===== src/rtl/twdl_seq_pkg.sv =====
// Shared types and constants for the twiddle-descriptor sequencer.
package twdl_seq_pkg;

  localparam int unsigned W_NUM   = 12;
  localparam int unsigned W_QUO   = 20;
  localparam int unsigned DIV_CYC_DEF = W_QUO + 1;

  localparam logic [2:0] FACTOR_MIN = 3'd2;
  localparam logic [2:0] FACTOR_MAX = 3'd5;

  typedef enum logic [1:0] {
    ST_IDLE,
    ST_DIV,
    ST_RUN
  } seq_state_e;

  typedef struct packed {
    logic             sop;
    logic [W_NUM-1:0] numrtr;
    logic [W_NUM-1:0] demontr;
    logic [W_QUO-1:0] quotient;
    logic [W_NUM-1:0] remainder;
  } twdl_desc_t;

  function automatic logic factor_ok(input logic [2:0] f);
    return (f >= FACTOR_MIN) && (f <= FACTOR_MAX);
  endfunction

endpackage


===== src/rtl/seq_div_u20.sv =====
// Restoring divider of the fixed dividend 2^wQuo by a wNum-bit divisor.
// Latency is DIV_CYC cycles from go to the done pulse.
module seq_div_u20
  import twdl_seq_pkg::*;
#(
  parameter int unsigned wNum    = W_NUM,
  parameter int unsigned wQuo    = W_QUO,
  parameter int unsigned DIV_CYC = DIV_CYC_DEF
) (
  input  logic            clk,
  input  logic            rst,
  input  logic            go,
  input  logic [wNum-1:0] divisor,
  output logic            done,
  output logic [wQuo-1:0] quo,
  output logic [wNum-1:0] rem
);

  localparam int unsigned CW = $clog2(DIV_CYC + 1);

  logic [wNum-1:0] dvs;
  logic [wNum-1:0] part;
  logic [CW-1:0]   cnt;
  logic [wNum-1:0] dvs_use;
  logic [wNum:0]   trial;
  logic            fits;

  // The go cycle itself performs the iteration for the dividend's only set bit.
  always_comb begin
    dvs_use = go ? divisor : dvs;
    trial   = go ? {{wNum{1'b0}}, 1'b1} : {part, 1'b0};
    fits    = trial >= {1'b0, dvs_use};
  end

  always_ff @(posedge clk or posedge rst) begin
    if (rst) begin
      dvs  <= '0;
      part <= '0;
      quo  <= '0;
      cnt  <= '0;
      done <= 1'b0;
    end else begin
      done <= 1'b0;
      if (go) begin
        dvs  <= divisor;
        part <= wNum'(fits ? trial - {1'b0, dvs_use} : trial);
        quo  <= {{(wQuo-1){1'b0}}, fits};
        cnt  <= CW'(DIV_CYC - 1);
      end else if (cnt != '0) begin
        part <= wNum'(fits ? trial - {1'b0, dvs_use} : trial);
        quo  <= {quo[wQuo-2:0], fits};
        cnt  <= cnt - CW'(1);
        if (cnt == CW'(1))
          done <= 1'b1;
      end
    end
  end

  assign rem = part;

endmodule


===== src/rtl/twdl_seq_ctrl.sv =====
// Per-stage twiddle descriptor sequencer: latches stage config, divides 2^wQuo by D,
// then emits one (k, D, q, r) descriptor per butterfly. Optional TWDL_SEQ_STAT_EN adds drop_cnt.
module twdl_seq_ctrl
  import twdl_seq_pkg::*;
#(
  parameter int unsigned wNum    = W_NUM,
  parameter int unsigned wQuo    = W_QUO,
  parameter int unsigned DIV_CYC = DIV_CYC_DEF
) (
  input  logic            clk,
  input  logic            rst,
  input  logic            start,
  input  logic [2:0]      cfg_factor,
  input  logic [wNum-1:0] cfg_demontr,
  input  logic [wNum-1:0] cfg_num_per_grp,
  input  logic [wNum-1:0] cfg_num_grps,
  input  logic            cfg_inverse,
  input  logic            bfly_req,
  output logic            ready,
  output logic            busy,
  output logic            cfg_err,
  output logic            done,
  output logic            twdl_val,
  output logic            twdl_sop,
  output logic [wNum-1:0] twdl_numrtr,
  output logic [wNum-1:0] twdl_demontr,
  output logic [wQuo-1:0] twdl_quotient,
  output logic [wNum-1:0] twdl_remainder,
`ifdef TWDL_SEQ_STAT_EN
  output logic [15:0]     drop_cnt,
`endif
  output logic [2:0]      factor,
  output logic            inverse
);

  seq_state_e      st;
  twdl_desc_t      desc;
  logic [wNum-1:0] dem, m_num, g_num;
  logic [wQuo-1:0] step_q, acc_q;
  logic [wNum-1:0] step_r, acc_r;
  logic [wNum-1:0] k, grp;
  logic            first;
  logic            cfg_good, div_go, div_done;
  logic [wQuo-1:0] div_quo;
  logic [wNum-1:0] div_rem;
  logic [wNum:0]   r_sum;
  logic            wrap, grp_last;

  assign cfg_good = factor_ok(cfg_factor) && (cfg_demontr >= wNum'(2)) &&
                    (cfg_num_per_grp != '0) && (cfg_num_grps != '0) &&
                    (cfg_num_per_grp <= cfg_demontr);
  assign div_go   = (st == ST_IDLE) && start && cfg_good;
  assign ready    = (st == ST_RUN);
  assign busy     = (st != ST_IDLE);
  assign r_sum    = {1'b0, acc_r} + {1'b0, step_r};
  assign wrap     = (k == m_num - wNum'(1));
  assign grp_last = (grp == g_num - wNum'(1));

  seq_div_u20 #(.wNum(wNum), .wQuo(wQuo), .DIV_CYC(DIV_CYC)) u_div (
    .clk     (clk),
    .rst     (rst),
    .go      (div_go),
    .divisor (cfg_demontr),
    .done    (div_done),
    .quo     (div_quo),
    .rem     (div_rem)
  );

  always_ff @(posedge clk or posedge rst) begin
    if (rst) begin
      st       <= ST_IDLE;
      desc     <= '0;
      dem      <= '0;
      m_num    <= '0;
      g_num    <= '0;
      factor   <= '0;
      inverse  <= 1'b0;
      step_q   <= '0;
      step_r   <= '0;
      acc_q    <= '0;
      acc_r    <= '0;
      k        <= '0;
      grp      <= '0;
      first    <= 1'b0;
      twdl_val <= 1'b0;
      done     <= 1'b0;
      cfg_err  <= 1'b0;
    end else begin
      twdl_val <= 1'b0;
      done     <= 1'b0;
      cfg_err  <= 1'b0;
      case (st)
        ST_IDLE: begin
          if (start && cfg_good) begin
            dem     <= cfg_demontr;
            m_num   <= cfg_num_per_grp;
            g_num   <= cfg_num_grps;
            factor  <= cfg_factor;
            inverse <= cfg_inverse;
            acc_q   <= '0;
            acc_r   <= '0;
            k       <= '0;
            grp     <= '0;
            first   <= 1'b1;
            st      <= ST_DIV;
          end else if (start) begin
            cfg_err <= 1'b1;
          end
        end
        ST_DIV: begin
          if (div_done) begin
            step_q <= div_quo;
            step_r <= div_rem;
            st     <= ST_RUN;
          end
        end
        ST_RUN: begin
          twdl_val <= bfly_req;
          if (bfly_req) begin
            desc  <= '{sop: first, numrtr: k, demontr: dem, quotient: acc_q, remainder: acc_r};
            first <= 1'b0;
            if (wrap) begin
              k     <= '0;
              acc_q <= '0;
              acc_r <= '0;
              grp   <= grp + wNum'(1);
              if (grp_last) begin
                done <= 1'b1;
                st   <= ST_IDLE;
              end
            end else begin
              k <= k + wNum'(1);
              // r carries the fractional part of k*2^wQuo/D; overflow past D bumps q.
              if (r_sum >= {1'b0, dem}) begin
                acc_r <= wNum'(r_sum - {1'b0, dem});
                acc_q <= acc_q + step_q + wQuo'(1);
              end else begin
                acc_r <= r_sum[wNum-1:0];
                acc_q <= acc_q + step_q;
              end
            end
          end
        end
        default: st <= ST_IDLE;
      endcase
    end
  end

`ifdef TWDL_SEQ_STAT_EN
  always_ff @(posedge clk or posedge rst) begin
    if (rst)
      drop_cnt <= '0;
    else if (div_go)
      drop_cnt <= '0;
    else if (bfly_req && !ready && (drop_cnt != '1))
      drop_cnt <= drop_cnt + 16'd1;
  end
`endif

  assign twdl_sop       = desc.sop;
  assign twdl_numrtr    = desc.numrtr;
  assign twdl_demontr   = desc.demontr;
  assign twdl_quotient  = desc.quotient;
  assign twdl_remainder = desc.remainder;

endmodule


===== config.mk =====
export PLATFORM = sky130hd
export DESIGN_NAME = twdl_seq_ctrl
export DESIGN_NICKNAME = d
export VERILOG_FILES = /design/src/rtl/twdl_seq_pkg.sv /design/src/rtl/seq_div_u20.sv /design/src/rtl/twdl_seq_ctrl.sv
export SDC_FILE = /design/constraint.sdc
export NUM_CORES = 1
export LEC_CHECK = 0
export ABC_AREA = 0
export BUFFER_PORTS_ARGS = -buffer_cell sky130_fd_sc_hd__buf_2
export CAP_MARGIN = 20
export CORE_MARGIN = 3
export CORE_UTILIZATION = 50
export DETAILED_ROUTE_END_ITERATION = 10
export PLACE_DENSITY = 0.68
export SYNTH_ARGS = -nofsm -noshare
export SYNTH_HDL_FRONTEND = slang
export SYNTH_SLANG_ARGS = --single-unit

===== constraint.sdc =====
create_clock -name clk -period 12.8 [get_ports clk]
set_clock_uncertainty 0.15 [all_clocks]
set_input_delay 0.64 -clock clk [delete_from_list [all_inputs] [get_ports clk]]
set_output_delay 0.64 -clock clk [all_outputs]
set_load 0.01 [all_outputs]

# Word level (Yosys, flattened, before mapping)
# Index checks and enable logic that the tools add are counted.
# word_totals
ff_bits	241
latchBits	0
ram_bits	0
mem_bits_ro	0
inputBits	44
out_inout_bits	66
elab_cells	118
memories	0
# classes
add_sub_neg	10
mul	0
div_mod_pow	0
magnitude_cmp	6
eq_ne	10
shift	0
mux	45
bitwise	0
reduce_logical	21
# ops
operator	count
$mux W12	12
$mux W20	6
$pmux W12 S2	3
$pmux W20 S2	1
$ge A13 B12 Y1	2
$add A12 B1 Y12 const B	2
$eq A12 B12 Y1	2
$reduce_bool A12 Y1	2
$sub A12 B1 Y12 const B	2
$sub A12 B12 Y12	2
$add A20 B1 Y20 const B	1
$add A20 B20 Y20	1
$add A12 B12 Y13	1
$mux W1	13
$mux W13	1
$ge A12 B2 Y1 const B	1
$le A12 B12 Y1	1
$mux W2	5
$mux W5	2
$logic_and A1 B1 Y1	8
$ne A2 B1 Y1 const B	4
$pmux W2 S3	1
$reduce_and A2 Y1	3
$reduce_bool A2 Y1	3
other kinds (13)	13

# Depth between registers and ports, before layout
# Gate-level depths: netlist of the first run.
# depth
depth_word	12
depth_mapped	23
ltp_nobuf	20

# By module
# Synthesis of the first run repeated with hierarchy kept, for this count alone.
# hier_totals
cells_unflattened	1510
area_unflattened_um2	14137.3
# modules_own_cells
mod	instances	cells_per_inst	area_per_inst_um2	seq_area_each_um2
twdl_seq_ctrl	1	1190	11205.7	4779.6
seq_div_u20	1	320	2931.6	1251.2

# Worst setup path before layout of the first run
# OpenSTA, ideal clock, no wires.
# synth_timing
path_type	input -> register
start	input cfg_demontr[1]
end	register u_div.part[4] (netlist: u_div.rem[4])
setup_time_ns	0.126
arrival_ns	4.897
required_ns	12.524
slack_ns	7.627
path_stages	22
n_path_buf	3
path_cell_list	inv_1 > ha_1 > nor2b_1 > o211ai_1 > a21oi_1 > o41a_1 > nor3_2 > clkbuf_1 > nand2_1 > and2_1 > ha_1 > clkbuf_1 > a21o_1 > a21o_1 > a221o_1 > a21oi_1 > o21bai_1 > and2_1 > a211oi_2 > buf_2 > nor3_1 > a221o_1
# synth_between
elab_chain_cells	11
elab_cells_between_ends	15
cone_classes	1 x add/sub; 3 x order compare; 5 x mux; 6 x reduce/logical
# synth_rtl
element	line	source
from (decl)	twdl_seq_ctrl.sv:14	input logic [wNum-1:0] cfg_demontr,
$ge A12 B2 Y1	twdl_seq_ctrl.sv:49	assign cfg_good = factor_ok(cfg_factor) && (cfg_demontr >= wNum'(2)) &&
$logic_and A1 B1 Y1 (2 in a row)	twdl_seq_ctrl.sv:49	
$logic_and A1 B1 Y1 (2 in a row)	twdl_seq_ctrl.sv:50	(cfg_num_per_grp != '0) && (cfg_num_grps != '0) &&
$logic_and A1 B1 Y1	twdl_seq_ctrl.sv:52	assign div_go = (st == ST_IDLE) && start && cfg_good;
$mux W13 / $mux W12 (equally long branches)	n/a	
$sub A12 B12 Y12 / $ge A13 B12 Y1 (equally long branches)	seq_div_u20.sv:46, seq_div_u20.sv:50, seq_div_u20.sv:32	
$mux W12	seq_div_u20.sv:46, seq_div_u20.sv:50	
$mux W12	seq_div_u20.sv:49	end else if (cnt != '0) begin
$mux W12	seq_div_u20.sv:44	if (go) begin
to (signal assigned)	seq_div_u20.sv:46	part <= wNum'(fits ? trial - {1'b0, dvs_use} : trial);
to (signal assigned)	seq_div_u20.sv:50	part <= wNum'(fits ? trial - {1'b0, dvs_use} : trial);
to (decl)	seq_div_u20.sv:22	logic [wNum-1:0] part;
# Several ways; a longest one is shown, not always the timed one. The select of a mux whose other input is x is not followed.
# A chain may end at the register's enable or synchronous reset.

# Worst setup path in the final report of the first run
# layout_timing
start	input cfg_demontr[1]
end	register u_div.part[5] (netlist: u_div.rem[5])
# Same word-level chain as after synthesis.

==> results.py, run 1 <==
metrics = {
    "yosys": {
        "async_reset_ff_share_pct": 100,
        "ys_seq_area_share_pct": 43.6,
        "synth_seq_cells": 241,
        "syn_inst": 1422,
        "avgSynthCellArea_um2": 9.72,
        "netlist_area_mm2": 0.0138,
        "synth_flop_cell": "dfrtp_1",
        "synthTopCellsByArea": "dfrtp_1 (44%), ha_1 (6.7%), mux2_2 (6.3%)",
        "synth_top_area_cell": "dfrtp_1",
        "synth-edff-count": 0,
        "synth_top_area_share_pct": 43.6,
        "syn_nets": 1544,
        "ys_warn_count": 0,
        "synth_cell_types": 79,
    },
    "floorplanning": {
        "ios": 110,
        "die_area_mm2": 0.0297,
        "fp.coreArea_mm2": 0.0270,
        "rows": 60,
        "fp.dieW_um": 172,
        "initial_core_util_pct": 51.1,
        "die_h_um": 172,
    },
    "power_and_ir_drop": {
        "p_sw_uw": 1420,
        "p_int_uw": 2180,
        "p_leak_uw": 0.00764,
        "p_comb_share_pct": 46.3,
        "p_per_area_mw_per_mm2": 232,
        "seqPwrFrac_pct": 33.3,
        "peakVddDrop_mv": 0.137,
        "p_sw_share_pct": 39.6,
        "pwr-share-clk_pct": 20.4,
    },
    "grt": {
        "grt-ovfl-total": 0,
        "grt_pass1_vias": 10300,
        "antenna_found_initial": 0,
        "grt_pass1_wl_mm": 53.0,
        "grt_usage_pct": 21.9,
        "grt_max_degree": 97,
    },
    "finish": {
        "drive_gt1_share_pct": 18.2,
        "final_nets": 1635,
        "multi_input_area_mm2": 0.00733,
        "seqCellArea_mm2": 0.00603,
        "num-fill-cells": 2389,
        "syn_to_final_growth_pct": 12.3,
    },
    "timing": {
        "drv_slew": 0,
        "setup_viol": 0,
        "tightest_slew_ns": 1.05,
        "hold_violations": 0,
        "fin_crit_ns": 5.81,
        "fin_crit_sh_pct": 45.4,
        "fmax_ghz": 0.172,
        "whs_ns": 0.0489,
        "finalSetupTns_ns": 0,
        "relSlewSlack_pct": 29.7,
        "grt_setup_unrepaired": "false",
    },
    "route": {
        "viasPerCell": 5.66,
        "drt_iter0_drc": 809,
        "wirelength_mm": 32.3,
        "wl_per_cell_um": 17.2,
        "vias": 10600,
        "dr.pass1.iters": 5,
        "drc_errors": 0,
        "detail-route-antenna-nets": 0,
    },
    "critical_path": {
        "crit_path_end_kind": "register",
        "cp.buffers_inverters": 2,
        "reg2reg_from": "st[1]",
        "cp.required_ns": 13.05,
        "path_cells": "buf_2, inv_1, ha_1, nor2b_1, o211ai_1, a21oi_1, o41ai_2, nand2_2, and2_1, ha_1, a21o_1, a21o_1, a221o_1, a21oi_1, o21bai_1, and2_1, a211oi_2, nor2_1, a221o_1",
        "cp.arrival_ns": 6.06,
        "cp-start-kind": "input pin",
        "rr_worst_depth": 15,
        "cpPeakStageDelay_ns": 0.76,
        "rrSetupSlack_ns": 7.65,
        "critPathTopFamily": "compound AO/OA/AOI/OAI gates",
        "worst_path_max_delay_cell": "nand2_2",
        "r2r-end": "u_div.rem[5]",
        "path_max_fanout": 57,
        "critPathKind": "in2reg",
    },
    "clocking": {
        "worstSkewPairLatency_ns": 0.52,
        "cts_buffers": 27,
        "ctsResizeCount": 0,
        "ctsLongestPathBuffers": 3,
        "htree_levels": 1,
        "post_cts_buffers": 0,
        "clkTransAtPathRegs_ns": 0.06,
        "holdBufCountCts": 0,
        "root_buffer": "clkbuf_16",
        "cts_tree": "built",
        "cts_sinks": 241,
    },
    "run": {
        "timing.max_cap.violations": 0,
    },
    "placement": {
        "hpwl_mm": 23.1,
        "portBuffers": 109,
        "gp_congestion": 0.898,
    },
    "outcome": {
        "status": "finished clean",
    },
    "worst_hold_path": {
        "hold_class": "in2async",
    },
}
synth_stat cells, types with 4 or more instances:
library cell and n:
a211o_1 4, a211oi_1 11, a21o_1 23, a21oi_1 64, a221o_1 7, a22o_1 7, a31oi_1 14, and2_1 33
and3_1 14, and4_1 4, buf_1 8, buf_2 6, clkbuf_1 42, dfrtp_1 241, fa_1 4, ha_1 74
inv_1 70, mux2_2 77, mux2i_1 6, nand2_1 222, nand2b_1 6, nand3_1 23, nand3b_1 6, nand4_1 31
nor2_1 64, nor2b_1 10, nor3_1 28, nor4_1 14, nor4_2 4, o211ai_1 5, o21a_1 6, o21ai_0 90
o21ai_1 5, o21bai_1 8, o22ai_1 7, or2_2 6, or3_1 7, xnor2_1 55, xor2_1 54
through the flow:
| step | instances | setup WS [ns] | total power (uW) | cell area (um2) | util, % |
|---|---|---|---|---|---|
| detailed placement | 1824 | 6.58 | 2860 | 14700 | 54.3 |
| global placement | 1824 | 6.74 | 2810 | 14700 | 54.3 |
| floorplan | 1422 | 5.39 | 2460 | 13800 | - |
| CTS | 1870 | 7.11 | 3620 | 15500 | 57.4 |
| global route | 1871 | 6.68 | 3890 | 15500 | 57.5 |
| finish | 1872 | 6.99 | 3600 | 15500 | 57.5 |
power by group through the flow:
stage / combinational (uW) / clock [uW] / sequential, uW
after global placement: 1610 / 0 / 1200
final: 1670 / 734 / 1200
after floorplan: 1310 / 0 / 1150
after global routing: 1870 / 786 / 1230
after detailed placement: 1650 / 0 / 1210
after CTS: 1660 / 753 / 1200
cells in the final DEF, fill, tap and decap left out, types with 8 or more instances in the layout:
cell type  synthesis  final
clkinv_2           0      8
o21ai_0           90     90
a21o_1            23     23
inv_1             70     69
nand4_1           31     31
a21oi_1           64     63
a211oi_1          11     10
buf_2              6    109
nor2_1            64     64
nor3_1            28     28
xor2_1            54     54
dfrtp_1          241    241
a31oi_1           14     14
buf_4              0     10
nand3_1           23     23
clkbuf_16          0     27
nor2b_1           10     10
mux2_2            77     77
nand2_1          222    220
nor4_1            14     14
and3_1            14     14
and2_1            33     33
xnor2_1           55     55
o21bai_1           8      8
ha_1              74     74
worst max path at each step:
| stage | from | to | slack (ns) | cells past startpoint |
|---|---|---|---|---|
| global placement | cfg_demontr[1] | u_div.rem[5] | 6.74 | 19 |
| global route | cfg_demontr[1] | u_div.rem[5] | 6.68 | 19 |
| floorplan | rst | acc_q[0] | 5.39 | 1 |
| CTS | cfg_demontr[1] | u_div.rem[5] | 7.11 | 19 |
| detailed placement | cfg_demontr[1] | u_div.rem[5] | 6.58 | 19 |
| finish | cfg_demontr[1] | u_div.rem[5] | 6.99 | 19 |
worst register-to-register path: cells and delay by family (launching register included):
kind / cells / cell delay [ns]
DFF: 1 / 0.40
AOI/OAI and AO/OA: 7 / 2.03
adders and majority gates: 1 / 0.37
and+or+nand+nor: 7 / 2.09
metal layers:
metal	GRT usage (%)	vias up	routed length [um]	share of wire (%)
li1	-	5186	-	-
met1	32.1	5107	15200	47
met2	34.5	262	14500	45
met3	3.98	39	2020	6.2
met4	4.20	0	473	1.5
met5	0	-	0	0
cell type report:
cell class / instances / area share (%)
inverters: 70 / 1.74
well taps: 341 / 2.75
clock buffers: 35 / 4.67
diodes: 1 / 0.0161
clock inverters: 11 / 0.693
repair buffers: 120 / 4.09
multi-input cells: 1053 / 47.2
flip-flops and latches: 241 / 38.8
sequential cells by signal, summed over array words and instances, names as in the netlist, 20 cells and up:
name           flops
acc_q             20
step_q            20
twdl_quotient     20
u_div.quo         20
cells by family (layout without fill, tap and decap cells):
family | count (synthesis) | count (layout) | synth area share [%]
buf+inv | 128 | 236 | 3.64
flops | 241 | 241 | 43.6
other cells | 0 | 1 | 0
simple gates | 496 | 496 | 18.0
xor+xnor | 109 | 109 | 6.91
fa+ha+maj | 78 | 78 | 7.28
compound gates | 287 | 287 | 13.9
mux | 83 | 83 | 6.71
Power figures use the tool's default switching activity.
==> run 2, diff against run 1 <==
==> constraint.sdc (replaced) <==
create_clock -name clk -period 5.7 [get_ports clk]
set_clock_uncertainty 0.15 [all_clocks]
set_input_delay 0.285 -clock clk [delete_from_list [all_inputs] [get_ports clk]]
set_output_delay 0.285 -clock clk [all_outputs]
set_load 0.01 [all_outputs]
==> run 2 against run 1 <==
Compared with the run above:
- die area is the same
- wire length grew 3.4%
- flip-flop and latch count is the same
- register-to-register slack lost 6.8 ns
- final cell count grew 2.2%
- sequential share of layout area shrank 1.1 points
- global-route usage grew 0.85 points
- worst hold slack gained 0.011 ns
- clock power grew 120%
- first-iteration DRC count shrank 12%
==> results.py, run 2 (synthesized netlist as in run 1, its figures left out) <==
metrics = {
    "floorplanning": {
        "ios": 110,
        "die_h_um": 172,
        "die_area_mm2": 0.0297,
        "initial_core_util_pct": 51.1,
        "fp.dieW_um": 172,
        "fp.coreArea_mm2": 0.0270,
        "rows": 60,
    },
    "timing": {
        "drv_slew": 0,
        "relSlewSlack_pct": 25.6,
        "fin_crit_ns": 5.19,
        "fmax_ghz": 0.193,
        "hold_violations": 0,
        "setup_viol": 0,
        "fin_ws_ns": 0.514,
        "fin_crit_sh_pct": 91.0,
        "finalSetupTns_ns": 0,
        "tightest_slew_ns": 1.11,
        "grt_setup_unrepaired": "false",
    },
    "clocking": {
        "ctsResizeCount": 0,
        "worstSkewPairLatency_ns": 0.53,
        "cts_tree": "built",
        "post_cts_buffers": 0,
        "clkTransAtPathRegs_ns": 0.06,
        "cts_sinks": 241,
        "cts_buffers": 27,
        "root_buffer": "clkbuf_16",
        "ctsLongestPathBuffers": 3,
        "htree_levels": 1,
    },
    "finish": {
        "diodes": 0,
        "syn_to_final_growth_pct": 15.5,
        "layout.cells.non_filler": 1913,
        "drive_gt1_share_pct": 17.9,
        "num-fill-cells": 2285,
        "fin_area_mm2": 0.0160,
        "final_nets": 1680,
        "final_common_cell": "dfrtp_1",
        "mostFrequentLayoutCells": "dfrtp_1 (241), nand2_1 (220), buf_2 (109), o21ai_0 (90), mux2_2 (77)",
    },
    "grt": {
        "grt_max_degree": 180,
        "grt_usage_pct": 22.7,
        "grt_pass1_wl_mm": 55.1,
        "grt_pass1_vias": 10700,
        "antenna_found_initial": 0,
        "grt-ovfl-total": 0,
    },
    "critical_path": {
        "critPathKind": "in2reg",
        "cp.arrival_ns": 5.44,
        "reg2reg_from": "step_r[0]",
        "r2r-end": "acc_r[10]",
        "crit_path_end_kind": "register",
        "cp-start-kind": "input pin",
        "cp.required_ns": 5.96,
        "crit_end": "u_div.rem[5]",
        "rr_worst_depth": 17,
        "path_max_fanout": 17,
        "startpoint": "cfg_demontr[1]",
        "rrSetupSlack_ns": 0.89,
    },
    "placement": {
        "hpwl_mm": 23.4,
        "place_area_mm2": 0.0147,
        "dp_slack_ns": 0.589,
        "portBuffers": 109,
        "dpl.cell_count": 1828,
        "gp_congestion": 0.905,
    },
    "worst_hold_path": {
        "min_from": "bfly_req",
        "hold_depth": 5,
        "hold_class": "in2reg",
    },
    "route": {
        "drt_iter0_drc": 708,
        "vias": 10900,
        "viasPerCell": 5.68,
        "wirelength_mm": 33.4,
        "drc_errors": 0,
        "dr.pass1.iters": 5,
        "detail-route-antenna-nets": 0,
        "wl_per_cell_um": 17.4,
    },
    "power_and_ir_drop": {
        "p_leak_uw": 0.00783,
        "p_per_area_mw_per_mm2": 507,
        "total_power_uw": 8090,
        "peakVddDrop_mv": 0.258,
    },
    "run": {
        "timing.max_cap.violations": 0,
    },
    "outcome": {
        "status": "finished clean",
    },
}
run 2: per-layer routing:
| metal | global-route usage, % | part of all wire (%) | vias up | routed length, um |
|---|---|---|---|---|
| li1 | - | - | 5270 | - |
| met1 | 33.1 | 47 | 5293 | 15700 |
| met2 | 36.5 | 46 | 264 | 15400 |
| met3 | 3.04 | 4.8 | 48 | 1590 |
| met4 | 5.21 | 2.0 | 0 | 683 |
| met5 | 0 | 0 | - | 0 |
run 2: worst min path at each step:
stage | endpoint
after CTS | done
after global placement | st[0]
after global routing | done
after floorplan | factor[0]
final | done
after detailed placement | st[0]
run 2: per-stage QoR:
stage / hold slack (ns) / util [%]
global placement: 0.295 / 54.5
detailed placement: 0.310 / 54.5
CTS: 0.0457 / 59.0
floorplan: 0.240 / -
finish: 0.0601 / 59.1
global route: 0.0786 / 59.1
run 2: power breakdown:
part           switching [uW]  total (uW)  internal (uW)  leakage [uW]
registers                 448        2690           2250       0.00316
logic                    2090        3780           1690       0.00427
clock network             666        1620            953      0.000405
total                    3200        8090           4890       0.00783
run 2: final cells by class:
cell class | count | area, um2 | area share, %
clock buffer | 36 | 749 | 4.69
clock inverter | 7 | 60.1 | 0.376
inverter | 70 | 267 | 1.67
multi-input combinational | 1053 | 7330 | 45.9
sequential | 241 | 6030 | 37.8
tap | 341 | 427 | 2.67
timing repair buffer | 165 | 1100 | 6.90
run 2: critical path, stage by stage:
cell	delay, ns
dlygate4sd3_1	0.54
buf_2	0.13
inv_1	0.04
ha_1	0.29
nor2b_1	0.14
o211ai_1	0.16
a21oi_1	0.12
o41a_1	0.46
nor3_4	0.54
nand2_1	0.14
and2_1	0.18
ha_1	0.39
a21o_1	0.21
a21o_1	0.18
a221o_1	0.36
a21oi_1	0.15
o21bai_1	0.09
and2_1	0.18
a211oi_2	0.18
buf_4	0.22
nor2_1	0.07
a221o_1	0.36
run 2: timing repair:
item / 4_1_cts / 5_1_grt
endpoints found under the hold margin: 258 / 0
setup endpoints to repair: 0 / 0
hold buffers: 41 / 0
==> run 3, diff against run 2 <==
--- a/config.mk
+++ b/config.mk
@@ -6,7 +6,7 @@
 export NUM_CORES = 1
 export LEC_CHECK = 0
 export ABC_AREA = 0
-export BUFFER_PORTS_ARGS = -buffer_cell sky130_fd_sc_hd__buf_2
+export BUFFER_PORTS_ARGS = -buffer_cell sky130_fd_sc_hd__buf_4
 export CAP_MARGIN = 20
 export CORE_MARGIN = 3
 export CORE_UTILIZATION = 50
==> run 3 against run 2 <==
Compared with the run above:
- flip-flop and latch count is the same
- via count grew 0.49%
- global-route usage shrank 0.26 points
- sequential power is essentially flat
- critical path depth is the same
- sequential share of layout area shrank 0.89 points
- clock-buffer cell count shrank 1
- combinational power grew 1%
- clock power grew 10%
- wire length shrank 0.76%
- final cell count grew 0.31%
- critical path type unchanged
==> results.py, run 3 (synthesized netlist as in run 1, its figures left out) <==
metrics = {
    "timing": {
        "fin_crit_sh_pct": 89.7,
        "whs_ns": 0.0727,
        "setup_viol": 0,
        "fmax_ghz": 0.196,
        "fin_crit_ns": 5.11,
        "drv_slew": 0,
        "tightest_slew_ns": 1.02,
        "relSlewSlack_pct": 32.0,
        "hold_violations": 0,
        "finalSetupTns_ns": 0,
        "grt_setup_unrepaired": "false",
    },
    "route": {
        "vias": 10900,
        "drc_errors": 0,
        "dr.pass1.iters": 5,
        "wl_per_cell_um": 17.3,
        "viasPerCell": 5.69,
        "wirelength_mm": 33.1,
        "drt_iter0_drc": 737,
        "detail-route-antenna-nets": 0,
    },
    "floorplanning": {
        "rows": 60,
        "initial_core_util_pct": 51.1,
        "die_area_mm2": 0.0297,
        "die_h_um": 172,
        "fp.dieW_um": 172,
        "ios": 110,
        "fp.coreArea_mm2": 0.0270,
    },
    "grt": {
        "grt_max_degree": 189,
        "antenna_found_initial": 0,
        "grt_pass1_wl_mm": 54.6,
        "grt_pass1_vias": 10600,
        "grt_usage_pct": 22.5,
        "grt-ovfl-total": 0,
    },
    "clocking": {
        "post_cts_buffers": 0,
        "root_buffer": "clkbuf_16",
        "cts_buffers": 27,
        "worstSkewPairLatency_ns": 0.53,
        "cts_sinks": 241,
        "cts_tree": "built",
        "clkTransAtPathRegs_ns": 0.06,
        "ctsLongestPathBuffers": 3,
        "htree_levels": 1,
    },
    "power_and_ir_drop": {
        "peakVddDrop_mv": 0.242,
        "p_leak_uw": 0.00793,
        "seqPwrFrac_pct": 32.5,
        "p_sw_uw": 3230,
        "pwr-share-clk_pct": 21.5,
        "p_per_area_mw_per_mm2": 509,
        "p_sw_share_pct": 38.8,
        "p_comb_share_pct": 46.0,
        "total_power_uw": 8320,
        "p_int_uw": 5090,
    },
    "critical_path": {
        "cp.arrival_ns": 5.37,
        "cp-start-kind": "input pin",
        "critPathKind": "in2reg",
        "cp.required_ns": 5.96,
        "path_max_fanout": 17,
        "crit_path_end_kind": "register",
    },
    "placement": {
        "portBuffers": 109,
        "gp_congestion": 0.917,
        "hpwl_mm": 23.3,
        "dpl.cell_count": 1830,
    },
    "outcome": {
        "status": "finished clean",
    },
    "finish": {
        "num-fill-cells": 2320,
        "syn_to_final_growth_pct": 18.3,
        "drive_gt1_share_pct": 18.3,
        "layout.cells.non_filler": 1919,
        "final_nets": 1681,
        "final_common_cell": "dfrtp_1",
        "mostFrequentLayoutCells": "dfrtp_1 (241), nand2_1 (220), buf_4 (123), o21ai_0 (90), mux2_2 (77)",
        "seqCellArea_mm2": 0.00603,
        "multi_input_area_mm2": 0.00733,
        "diodes": 0,
    },
    "run": {
        "timing.max_cap.violations": 0,
    },
    "worst_hold_path": {
        "hold_class": "in2reg",
    },
}
run 3: worst paths after layout:
| kind | endpoint | cells past startpoint | from | slack, ns |
|---|---|---|---|---|
| max | u_div.rem[11] | 22 | cfg_demontr[1] | 0.59 |
| min in group asynchronous | first | 4 | rst | 0.40 |
| min reg2reg | st[0] | 1 | st[1] | 0.31 |
| max in group asynchronous | twdl_remainder[1] | 4 | rst | 4.18 |
| max reg2reg | acc_q[18] | 17 | acc_r[0] | 0.99 |
| min | done | 5 | bfly_req | 0.07 |
run 3: power by group through the flow:
stage	sequential [uW]	combinational, uW	clock [uW]
2_1_floorplan	2590	2940	0
3_3_place_gp	2710	3680	0
3_5_place_dp	2730	3770	0
4_1_cts	2700	3810	1830
5_1_grt	2780	4280	1910
6_report	2700	3820	1790
run 3: layout make-up:
cell class	count	area share, %
multi-input cells	1053	44.8
flip-flops and latches	241	36.9
repair buffers	166	8.45
clock buffers	35	4.56
well taps	341	2.61
inverters	70	1.63
clock inverters	13	1.04
run 3: metal layers:
| metal | global-route usage, % | wire, um | up-vias |
|---|---|---|---|
| met5 | 0 | 0 | - |
| met4 | 5.94 | 778 | 0 |
| met3 | 3.29 | 1590 | 61 |
| met2 | 35.7 | 15200 | 248 |
| met1 | 32.6 | 15600 | 5336 |
| li1 | - | - | 5283 |
run 3: timing repair:
action,4_1_cts,5_1_grt
hold buffers,41,0
resized for setup,0,0
endpoints found under the hold margin,142,0
run 3: per-stage QoR:
step	setup slack (ns)	utilization, %	area, um2
after floorplan	0.882	-	13800
after global placement	0.771	55.5	15000
after detailed placement	0.669	55.6	15000
after CTS	0.653	60.5	16400
after global routing	0.266	60.5	16400
final	0.589	60.5	16400
run 3: critical path, stage by stage:
cell,delay (ns)
dlygate4sd3_1,0.54
buf_4,0.12
inv_1,0.04
ha_1,0.29
nor2b_1,0.13
o211ai_1,0.17
a21oi_1,0.13
o41a_1,0.48
nor3_4,0.52
nand2_1,0.13
and2_1,0.18
ha_1,0.39
a21o_1,0.21
a21o_1,0.17
a221o_1,0.37
a21oi_1,0.17
o21bai_1,0.09
and2_1,0.18
a211oi_2,0.14
buf_4,0.22
nor2_1,0.08
a221o_1,0.35
